## src/rtl/alu_op_sequencer.sv

```systemverilog
// alu_op_sequencer: buffers ALU commands in a small FIFO, issues them one at a
// time to a combinational ALU, captures Out/Zero and returns results in order.
// Optional: define ALU_SEQ_ZERO_CHECK_EN to add the sticky zero_err output,
// which flags an ALU whose Zero flag disagrees with its Out value.
module alu_op_sequencer #(
   parameter int unsigned WIDTH = 16,
   parameter int unsigned DEPTH = 4
) (
   input  logic                   clk,
   input  logic                   reset,
   input  logic                   cmd_valid,
   output logic                   cmd_ready,
   input  logic [WIDTH-1:0]       cmd_a,
   input  logic [WIDTH-1:0]       cmd_b,
   input  logic [2:0]             cmd_op,
   output logic [WIDTH-1:0]       alu_a,
   output logic [WIDTH-1:0]       alu_b,
   output logic [2:0]             alu_control,
   input  logic [WIDTH-1:0]       alu_out,
   input  logic                   alu_zero,
   output logic                   rsp_valid,
   input  logic                   rsp_ready,
   output logic [WIDTH-1:0]       rsp_data,
   output logic                   rsp_zero,
   output logic [2:0]             rsp_op,
   output logic                   busy,
   output logic [$clog2(DEPTH):0] count
`ifdef ALU_SEQ_ZERO_CHECK_EN
   ,
   output logic                   zero_err
`endif
);

   localparam int unsigned PW = $clog2(DEPTH);
   localparam int unsigned CW = PW + 1;

   localparam logic [1:0] IDLE  = 2'd0;
   localparam logic [1:0] ISSUE = 2'd1;
   localparam logic [1:0] HOLD  = 2'd2;

   logic [1:0]       state_q, state_d;
   logic [WIDTH-1:0] mem_a  [DEPTH];
   logic [WIDTH-1:0] mem_b  [DEPTH];
   logic [2:0]       mem_op [DEPTH];
   logic [PW-1:0]    wr_ptr_q, rd_ptr_q;
   logic [CW-1:0]    count_q;
   logic             push, pop, nonempty;

   assign nonempty  = (count_q != '0);
   assign cmd_ready = (count_q != CW'(DEPTH));
   assign push      = cmd_valid && cmd_ready;
   assign count     = count_q;
   assign busy      = (state_q != IDLE) || nonempty;

   // Next-state logic; pop only ever fires with a non-empty FIFO.
   always_comb begin
      state_d = state_q;
      pop     = 1'b0;
      case (state_q)
         IDLE: begin
            if (nonempty) begin
               pop     = 1'b1;
               state_d = ISSUE;
            end
         end
         ISSUE: state_d = HOLD;
         HOLD: begin
            if (rsp_ready) begin
               if (nonempty) begin
                  pop     = 1'b1;
                  state_d = ISSUE;
               end else begin
                  state_d = IDLE;
               end
            end
         end
         default: state_d = IDLE;
      endcase
   end

   // FIFO storage; contents are meaningless once pointers/count are reset.
   always_ff @(posedge clk) begin
      if (push) begin
         mem_a[wr_ptr_q]  <= cmd_a;
         mem_b[wr_ptr_q]  <= cmd_b;
         mem_op[wr_ptr_q] <= cmd_op;
      end
   end

   // FSM state, FIFO pointers and occupancy.
   always_ff @(posedge clk) begin
      if (reset) begin
         state_q  <= IDLE;
         wr_ptr_q <= '0;
         rd_ptr_q <= '0;
         count_q  <= '0;
      end else begin
         state_q <= state_d;
         if (push) wr_ptr_q <= wr_ptr_q + PW'(1);
         if (pop)  rd_ptr_q <= rd_ptr_q + PW'(1);
         case ({push, pop})
            2'b10:   count_q <= count_q + CW'(1);
            2'b01:   count_q <= count_q - CW'(1);
            default: count_q <= count_q;
         endcase
      end
   end

   // ALU operand registers: load on pop, otherwise keep the last issued command.
   always_ff @(posedge clk) begin
      if (reset) begin
         alu_a       <= '0;
         alu_b       <= '0;
         alu_control <= '0;
      end else if (pop) begin
         alu_a       <= mem_a[rd_ptr_q];
         alu_b       <= mem_b[rd_ptr_q];
         alu_control <= mem_op[rd_ptr_q];
      end
   end

   // Response capture at the end of ISSUE, held until the consumer accepts.
   always_ff @(posedge clk) begin
      if (reset) begin
         rsp_valid <= 1'b0;
         rsp_data  <= '0;
         rsp_zero  <= 1'b0;
         rsp_op    <= '0;
      end else if (state_q == ISSUE) begin
         rsp_valid <= 1'b1;
         rsp_data  <= alu_out;
         rsp_zero  <= alu_zero;
         rsp_op    <= alu_control;
      end else if ((state_q == HOLD) && rsp_ready) begin
         rsp_valid <= 1'b0;
      end
   end

`ifdef ALU_SEQ_ZERO_CHECK_EN
   // Sticky flag: ALU Zero output inconsistent with its result at capture.
   always_ff @(posedge clk) begin
      if (reset) begin
         zero_err <= 1'b0;
      end else if ((state_q == ISSUE) && (alu_zero != (alu_out == '0))) begin
         zero_err <= 1'b1;
      end
   end
`endif

endmodule

```

## config.mk

```make
export PLATFORM = sky130hd
export DESIGN_NAME = alu_op_sequencer
export DESIGN_NICKNAME = d
export VERILOG_FILES = /design/src/rtl/alu_op_sequencer.sv
export SDC_FILE = /design/constraint.sdc
export NUM_CORES = 1
export LEC_CHECK = 0
export BUFFER_PORTS_ARGS = -buffer_cell sky130_fd_sc_hd__buf_2
export CORE_MARGIN = 4
export CORE_UTILIZATION = 53
export CTS_CLUSTER_DIAMETER = 100
export CTS_CLUSTER_SIZE = 14
export DETAILED_ROUTE_END_ITERATION = 6
export PLACE_DENSITY = 0.86
export SLEW_MARGIN = 20
export SYNTH_ARGS = -nofsm -noshare
export SYNTH_HDL_FRONTEND = slang
export SYNTH_SLANG_ARGS = --single-unit
```

## constraint.sdc

```tcl
create_clock -name clk -period 4.2 [get_ports clk]
set_input_delay 0.42 -clock clk [delete_from_list [all_inputs] [get_ports clk]]
set_output_delay 0.42 -clock clk [all_outputs]
set_load 0.005 [all_outputs]
```

==> results of run 1 <==
layout make-up:
type	instances	share of cell area
Timing Repair Buffer	120	0.06957
Clock buffer	29	0.05821
Clock inverter	1	0.0008519
Inverter	3	0.001278
Sequential cell	205	0.6250
Antenna cell	2	0.0005679
Tap cell	180	0.02556
Multi-Input combinational cell	210	0.2189
cells in the final DEF, fill, tap and decap left out:
cell type,n
or2b_1,1
o21ai_0,1
and3_2,4
or4_1,1
a21o_1,2
nand2b_1,35
mux2_2,1
nor4b_1,1
nand3b_1,1
fa_1,1
dfxtp_1,63
or3b_1,1
edfxtp_1,140
a21oi_1,25
mux4_2,35
or3_1,1
dfxtp_2,2
nor2b_1,2
a311oi_1,1
o2bb2ai_1,35
buf_4,5
nand2_1,42
clkbuf_16,19
nor4_4,1
nor3_4,1
mux2i_1,1
nor2_1,5
clkinvlp_4,1
ha_1,5
o31ai_1,1
xor2_1,1
nand3_1,2
and2b_4,1
diode_2,2
nor3_2,1
xnor2_1,1
clkbuf_1,10
inv_1,3
buf_2,115
metal layers:
metal | global-route usage | vias up | wire (um)
met3 | 0.04042 | 27 | 852
met5 | 0 | - | 0
met1 | 0.2231 | 2085 | 5695
met4 | 0.04744 | 0 | 348
met2 | 0.3219 | 119 | 7809
li1 | - | 1927 | -
cell usage after synthesis, types with 4 or more instances:
| cell | instances | share of area |
|---|---|---|
| dfxtp_1 | 65 | 0.17 |
| ha_1 | 5 | 0.0082 |
| o2bb2ai_1 | 35 | 0.040 |
| and3_1 | 4 | 0.0033 |
| nor2_1 | 5 | 0.0025 |
| edfxtp_1 | 140 | 0.55 |
| clkbuf_1 | 7 | 0.0034 |
| buf_2 | 9 | 0.0059 |
| nand2b_1 | 35 | 0.029 |
| nand2_1 | 42 | 0.021 |
| buf_6 | 10 | 0.015 |
| a21oi_1 | 25 | 0.016 |
| mux4_2 | 35 | 0.10 |
critical path: stages (launching register included):
cell and delay (ps):
dfxtp_1 370, nor3_2 490, nor3_4 70, buf_4 290
ha_1 280, fa_1 380, xnor2_1 150, or3_1 320
a21oi_1 140
path summary, 6_finish.rpt:
path,startpoint,endpoint,slack [ps],depth (start not counted)
setup / recovery,count[0],count[2],1630,8
setup reg to reg,count[0],count[2],1630,8
hold reg to reg,rsp_op[0],rsp_op[0],450,2
hold / removal,cmd_b[14],mem_b[3][14],160,1
metrics by stage:
stage / instance area, um^2 / hold slack, ps / utilization / cells
CTS: 8805 / 143.2 / 0.6294 / 748
finish: 8812 / 162.4 / 0.6300 / 750
detailed placement: 8284 / 447.2 / 0.5922 / 718
floorplan: 7630 / 452.7 / - / 446
global route: 8807 / 153.4 / 0.6296 / 748
global placement: 8284 / 440.1 / 0.5922 / 718
sequential cells by signal, indices dropped and copies added, names as in the netlist:
register     count
alu_a           16
alu_b           16
alu_control      3
count            3
mem_a           64
mem_b           64
mem_op          12
rd_ptr_q         2
rsp_data        16
rsp_op           3
rsp_valid        1
rsp_zero         1
state_q          2
wr_ptr_q         2
power by group through the flow:
stage,registers (mW),clock network (mW),logic (mW)
6_report,2.76,1.49,1.37
5_1_grt,2.81,1.61,1.51
3_3_place_gp,2.78,0,1.34
4_1_cts,2.77,1.53,1.39
2_1_floorplan,2.69,0,1.05
3_5_place_dp,2.81,0,1.39
logic make-up (layout without fill, tap and decap cells):
group | after synthesis | after routing | synth area share
AO/OA/AOI/OAI | 65 | 65 | 0.06133
AND/OR/NAND/NOR | 100 | 100 | 0.07084
other | 0 | 2 | 0
buffers and inverters | 31 | 153 | 0.02706
adder cells (fa/ha/maj) | 6 | 6 | 0.01082
XOR/XNOR | 2 | 2 | 0.002296
multiplexers | 37 | 37 | 0.1061
flip-flops | 205 | 205 | 0.7215
==> run summary, run 1 <==
outcome: completed
# port buffers: 116
Antenna Nets Post-Route: 0
number of max-cap violations: 0
core area: 13990 um^2
Synth Cell Area: 7630 um^2
leakage power: 3.121 nW
largest net degree at the start of global routing: 67
wire length per cell: 19.61 um
total die area: 16380 um^2
Core Rows: 43
overflow left after global routing: 0
Max-slew headroom: 0.3107
postcts setup bufs: 0
Ys Warns: 0
Pwr Density: 637.3 nW/um^2
clock sink count: 205
fillers: 1015
vias in the first global route: 4365
Max VDD drop: 0.0003523 V
die width: 128.0 um
multi-input logic area: 1929 um^2
final hold violations: 0
first-pass GRT wire length: 23220 um
via count: 4158
detailed-placement wirelength estimate: 8881 um
Max Buffers Root-to-Sink: 3
Die Height: 128.0 um
Final period util: 0.6113
DRT Pass-1 Iters: 5
NetSw: 1.606 mW
Routed WL: 14710 um
register area: 5508 um^2
final worst setup slack: 1633 ps
pre-CTS setup slack: 1631 ps
Root Driver: clkbuf_16
count of cell types in the netlist: 36
initial detailed-routing violation count: 224
All-Layer GR Usage: 0.1804
TNS Setup: 0 ps
Hold Buf Count CTS: 0
RSZ-0062 raised after global routing: false
Final Wtd Congestion: 0.7432
H-tree levels: 1
Clock Power Share: 0.265
Syn Nets: 508
P_int: 4.010 mW
Via density: 5.544
Num CTS Buffers: 18
share of cells above drive strength 1: 0.3275
Ports: 117
CP Class: flip-flop to flip-flop
achievable clock frequency: 389.5 MHz
Sw Ratio: 0.2860
Pwr Total: 5.616 mW
Reg clk slew, reported paths: 70 ps
Mapped Cells: 446
CP Capture Type: flip-flop
max-slew violation count: 0
skew final: 11.77 ps
Final Setup Violations: 0
Reg power frac: 0.491
CTS tree: built
Hold Path Class: input pin to flip-flop
sequential area share after synthesis: 0.7215
number of flops mapped to enable cells by yosys: 140
CP max FO: 36
initial antenna violation count: 0
Slew @ Worst Pin: 1034 ps
Top FF cell, synth: edfxtp_1
worst skew pair latency: 470 ps
combinational power share: 0.244
Syn Area/Cell: 17.11 um^2
Post-synth ARST share: 0
# nets final: 620
CP Launch Type: flip-flop
Area growth, synth to finish: 15.50%
Yosys reg bits: 205
detailed-route DRC error count: 0
Period minus WS final: 2567 ps
Arrival @ worst endpoint: 2960 ps
Crit path required time: 4590 ps
Initial Utilization: 0.5454
CTS resizes: 0
No activity file was read; power rests on OpenSTA's default activity.
==> run 2: changes to the inputs <==
- CORE_UTILIZATION: 53 -> 51
- PLACE_DENSITY: 0.86 -> 0.87
- clock period: 4.2 -> 2.2 ns (I/O delays scaled with it)
==> run 2 against run 1 <==
Compared with the run above: non-clock buffer count grew 58; global-route usage rose by 1.3 points; clock power up 93%; cell area up 7.2%; wire length rose by 9.8%; first-iteration DRC count increased by 42%.
==> run summary, run 2 (same netlist as run 1, synthesis figures left out) <==
detailed-route DRC error count: 0
via count: 4521
final instance area: 9450 um^2
RR Startpoint: count[1]
RR Endpoint: count[2]
largest net degree at the start of global routing: 39
Global Route met2 Usage: 0.3425
Die Height: 130.3 um
initial detailed-routing violation count: 317
Pwr Density: 1163 nW/um^2
r2r worst-path depth: 7
final hold violations: 0
number of max-cap violations: 0
RSZ-0062 raised after global routing: false
GR Util met3: 0.03766
Area growth, synth to finish: 23.86%
register area: 5509 um^2
vias in the first global route: 4831
gr busiest metal: met2
Period minus WS final: 2102 ps
Max VDD drop: 0.0009344 V
total die area: 16980 um^2
CP max FO: 5
Reg clk slew, reported paths: 70 ps
antenna cells: 0
die width: 130.3 um
initial antenna violation count: 0
commonest non-fill, non-tap cell in the layout: edfxtp_1
CP Class: input pin to flip-flop
final worst setup slack: 98.42 ps
biggest regs: mem_a (64), mem_b (64)
TNS Setup: 0 ps
dpl cells: 729
outcome: completed
Slew @ Worst Pin: 690.8 ps
Final Wtd Congestion: 0.6807
Hold Startpoint: alu_zero
share of cells above drive strength 1: 0.3121
leakage power: 3.394 nW
overflow left after global routing: 0
Crit path required time: 2590 ps
All-Layer GR Usage: 0.1933
clock sink count: 205
wire length per cell: 19.88 um
skew final: 6.841 ps
start point of the critical path: rsp_ready
multi-input logic area: 1939 um^2
highest-count cells in the layout ignoring fill and taps: 140 x edfxtp_1, 116 x buf_2, 62 x dfxtp_1
Routed WL: 16140 um
reg2reg setup slack: 110 ps
Hold Path Class: input pin to flip-flop
Num CTS Buffers: 18
Via density: 5.568
detailed-placement wirelength estimate: 9859 um
# port buffers: 116
# nets final: 678
Max Buffers Root-to-Sink: 3
achievable clock frequency: 475.8 MHz
Final period util: 0.9553
Arrival @ worst endpoint: 2500 ps
CP Launch Type: input pin
worst skew pair latency: 460 ps
core area: 14590 um^2
H-tree levels: 1
Post-Layout Cell Count: 812
Max-slew headroom: 0.5395
CTS tree: built
Core Rows: 44
fillers: 972
hold endpoint: rsp_zero
DRT Pass-1 Iters: 4
CP Capture Type: flip-flop
Ports: 117
max-slew violation count: 0
Initial Utilization: 0.5230
pre-CTS setup slack: 25.24 ps
Antenna Nets Post-Route: 0
M1 GR Usage: 0.2473
worst hold path depth: 3
first-pass GRT wire length: 25360 um
Root Driver: clkbuf_16
Placement Cell Area: 8411 um^2
Final Setup Violations: 0
[run 2: how the worst max path moves through the flow]
| stage | endpoint | slack, ps | depth (start not counted) |
|---|---|---|---|
| after CTS | count[2] | 8 | 7 |
| after detailed placement | count[2] | 30 | 7 |
| final | count[2] | 100 | 9 |
| after global routing | count[2] | 10 | 7 |
| after global placement | count[2] | 150 | 7 |
| after floorplan | count[2] | 20 | 8 |
[run 2: routing by layer]
| metal | up-vias | share of wire |
|---|---|---|
| li1 | 2050 | - |
| met1 | 2269 | 0.39 |
| met4 | 0 | 0.022 |
| met2 | 169 | 0.52 |
| met3 | 33 | 0.068 |
| met5 | - | 0 |
[run 2: layout make-up]
cell class | count | share of cell area
multi-input combinational | 210 | 0.2052
tap | 184 | 0.02436
sequential | 205 | 0.5829
timing repair buffer | 178 | 0.1305
clock buffer | 31 | 0.05508
inverter | 3 | 0.001192
clock inverter | 1 | 0.0006620
[run 2: per-stage QoR]
step	power, mW	util	hold slack (ps)
finish	10.99	0.6478	19.15
global route	11.58	0.6478	31.17
CTS	11.04	0.6462	3.400
detailed placement	8.104	0.5765	437.7
global placement	7.943	0.5765	430.8
floorplan	7.162	-	318.9
[run 2: what timing repair did]
action                                 in CTS  in global routing
endpoints found under the hold margin     154                  1
setup endpoints to repair                   0                  1
setup buffers                               0                  1
hold buffers                               49                  1
resized for setup                           0                  2
[run 2: report_power, final]
| part | internal, mW | total [mW] | switching [mW] |
|---|---|---|---|
| sequential | 4.77 | 5.14 | 0.373 |
| clock | 1.61 | 2.87 | 1.26 |
| combinational | 1.44 | 2.98 | 1.53 |
[run 2: critical path, stage by stage]
cell	delay, ps
dlygate4sd3_1	540
buf_2	140
and2b_4	300
nor3_4	50
ha_1	230
fa_1	390
xnor2_1	140
or3_1	330
a21oi_2	160
==> run 3: changes to the inputs <==
- CELL_PAD_IN_SITES_DETAIL_PLACEMENT: default -> 0
- CELL_PAD_IN_SITES_GLOBAL_PLACEMENT: default -> 2
- CORE_UTILIZATION: 51 -> 44
- PLACE_DENSITY: 0.87 -> 0.95
- clock period: 2.2 -> 2.42 ns (I/O delays scaled with it)
==> run 3 against run 2 <==
Compared with the run above: wire length decreased by 9.1%; register-to-register slack improved by 150 ps; first-iteration DRC count decreased by 32%; hold slack got worse by 2.7 ps; clock power decreased by 10%; combinational power decreased by 19%; utilization decreased by 9.0 points; final cell count increased by 3.2%.
==> run summary, run 3 (same netlist as run 1, synthesis figures left out) <==
CP Launch Type: flip-flop
largest net degree at the start of global routing: 39
CP max FO: 10
CP Capture Type: flip-flop
detailed-placement wirelength estimate: 9095 um
Period minus WS final: 2163 ps
first-pass GRT wire length: 23710 um
Pwr Density: 1051 nW/um^2
Ports: 117
Max VDD drop: 0.0006347 V
share of cells above drive strength 1: 0.3074
H-tree levels: 1
postcts setup bufs: 0
skew final: 12.97 ps
leakage power: 3.332 nW
core area: 16760 um^2
total die area: 19510 um^2
initial antenna violation count: 0
Core Rows: 47
max-slew violation count: 0
Hold Path Class: input pin to flip-flop
DRT Pass-1 Iters: 6
final worst setup slack: 257.3 ps
die width: 139.7 um
detailed-route DRC error count: 0
Die Height: 139.7 um
Num CTS Buffers: 18
Routed WL: 14670 um
wire length per cell: 17.51 um
RSZ-0062 raised after global routing: false
number of max-cap violations: 0
overflow left after global routing: 0
biggest regs: mem_a (64), mem_b (64)
outcome: completed
antenna cells: 0
Initial Utilization: 0.4552
Max Buffers Root-to-Sink: 3
Crit path required time: 2820 ps
Final period util: 0.8937
multi-input logic area: 1929 um^2
TNS Setup: 0 ps
Root Driver: clkbuf_16
fillers: 1342
via count: 4272
clock sink count: 205
CP Class: flip-flop to flip-flop
Final Setup Violations: 0
CTS tree: built
Via density: 5.098
Arrival @ worst endpoint: 2570 ps
Slew @ Worst Pin: 975.1 ps
Reg clk slew, reported paths: 70 ps
achievable clock frequency: 462.4 MHz
All-Layer GR Usage: 0.1501
vias in the first global route: 4426
commonest non-fill, non-tap cell in the layout: edfxtp_1
Antenna Nets Post-Route: 0
Area growth, synth to finish: 22.60%
register area: 5510 um^2
# port buffers: 116
initial detailed-routing violation count: 214
worst skew pair latency: 470 ps
pre-CTS setup slack: 308.0 ps
highest-count cells in the layout ignoring fill and taps: 140 x edfxtp_1, 116 x buf_2, 63 x dfxtp_1
final hold violations: 0
Final Wtd Congestion: 0.7465
# nets final: 669
Max-slew headroom: 0.3499
## run 3: cell count changes in the layout (fill, tap and decap cells not counted), sizes merged
cell / previous run / this run
buf: 128 / 124
clkbuf: 31 / 30
clkinvlp: 0 / 1
dlygate4sd3: 50 / 45
inv: 4 / 3
## run 3: what timing repair did
item                                   CTS  global route
gates resized for setup                  0             0
endpoints found under the hold margin  145             0
hold buffers                            45             0
## run 3: worst max-delay path: stages (launching register included)
cell	delay [ps]
dfxtp_1	450
or3b_1	310
nand2_1	100
ha_1	240
fa_1	400
xnor2_1	150
or3_1	300
a21oi_1	140
## run 3: final timing paths
| kind | start | end | slack, ps | cells past startpoint |
|---|---|---|---|---|
| setup / recovery | count[0] | count[2] | 260 | 7 |
| hold / removal | cmd_b[12] | mem_b[1][12] | 20 | 1 |
| setup reg to reg | count[0] | count[2] | 260 | 7 |
| hold reg to reg | rsp_data[14] | rsp_data[14] | 450 | 2 |
## run 3: routing by layer
layer  global-route usage  routed length (um)  share of wire
met1               0.2013                6401           0.44
met2               0.2535                7224           0.49
met3              0.03156                 801          0.055
met4              0.03468                 244          0.017
met5                    0                   0              0
## run 3: metrics by stage
stage / hold slack [ps] / util / cells / cell area [um^2] / total power [mW]
2_1_floorplan: 340.9 / - / 446 / 7630 / 6.497
3_3_place_gp: 439.4 / 0.5000 / 762 / 8379 / 7.215
3_5_place_dp: 444.1 / 0.5000 / 762 / 8379 / 7.329
4_1_cts: 0.3557 / 0.5581 / 838 / 9354 / 10.01
5_1_grt: 12.10 / 0.5581 / 838 / 9354 / 10.42
6_report: 16.50 / 0.5581 / 838 / 9354 / 9.829
## run 3: where the power goes
part / switching (mW) / total, mW / internal (mW)
sequential: 0.480 / 4.82 / 4.34
clock: 1.13 / 2.58 / 1.46
combinational: 1.17 / 2.42 / 1.25
## run 3: layout make-up
cell class | instances | area share
Tap cell | 220 | 0.02943
Multi-Input combinational cell | 210 | 0.2063
Sequential cell | 205 | 0.5891
Timing Repair Buffer | 169 | 0.1180
Clock buffer | 30 | 0.05524
Clock inverter | 1 | 0.0008026
Inverter | 3 | 0.001204
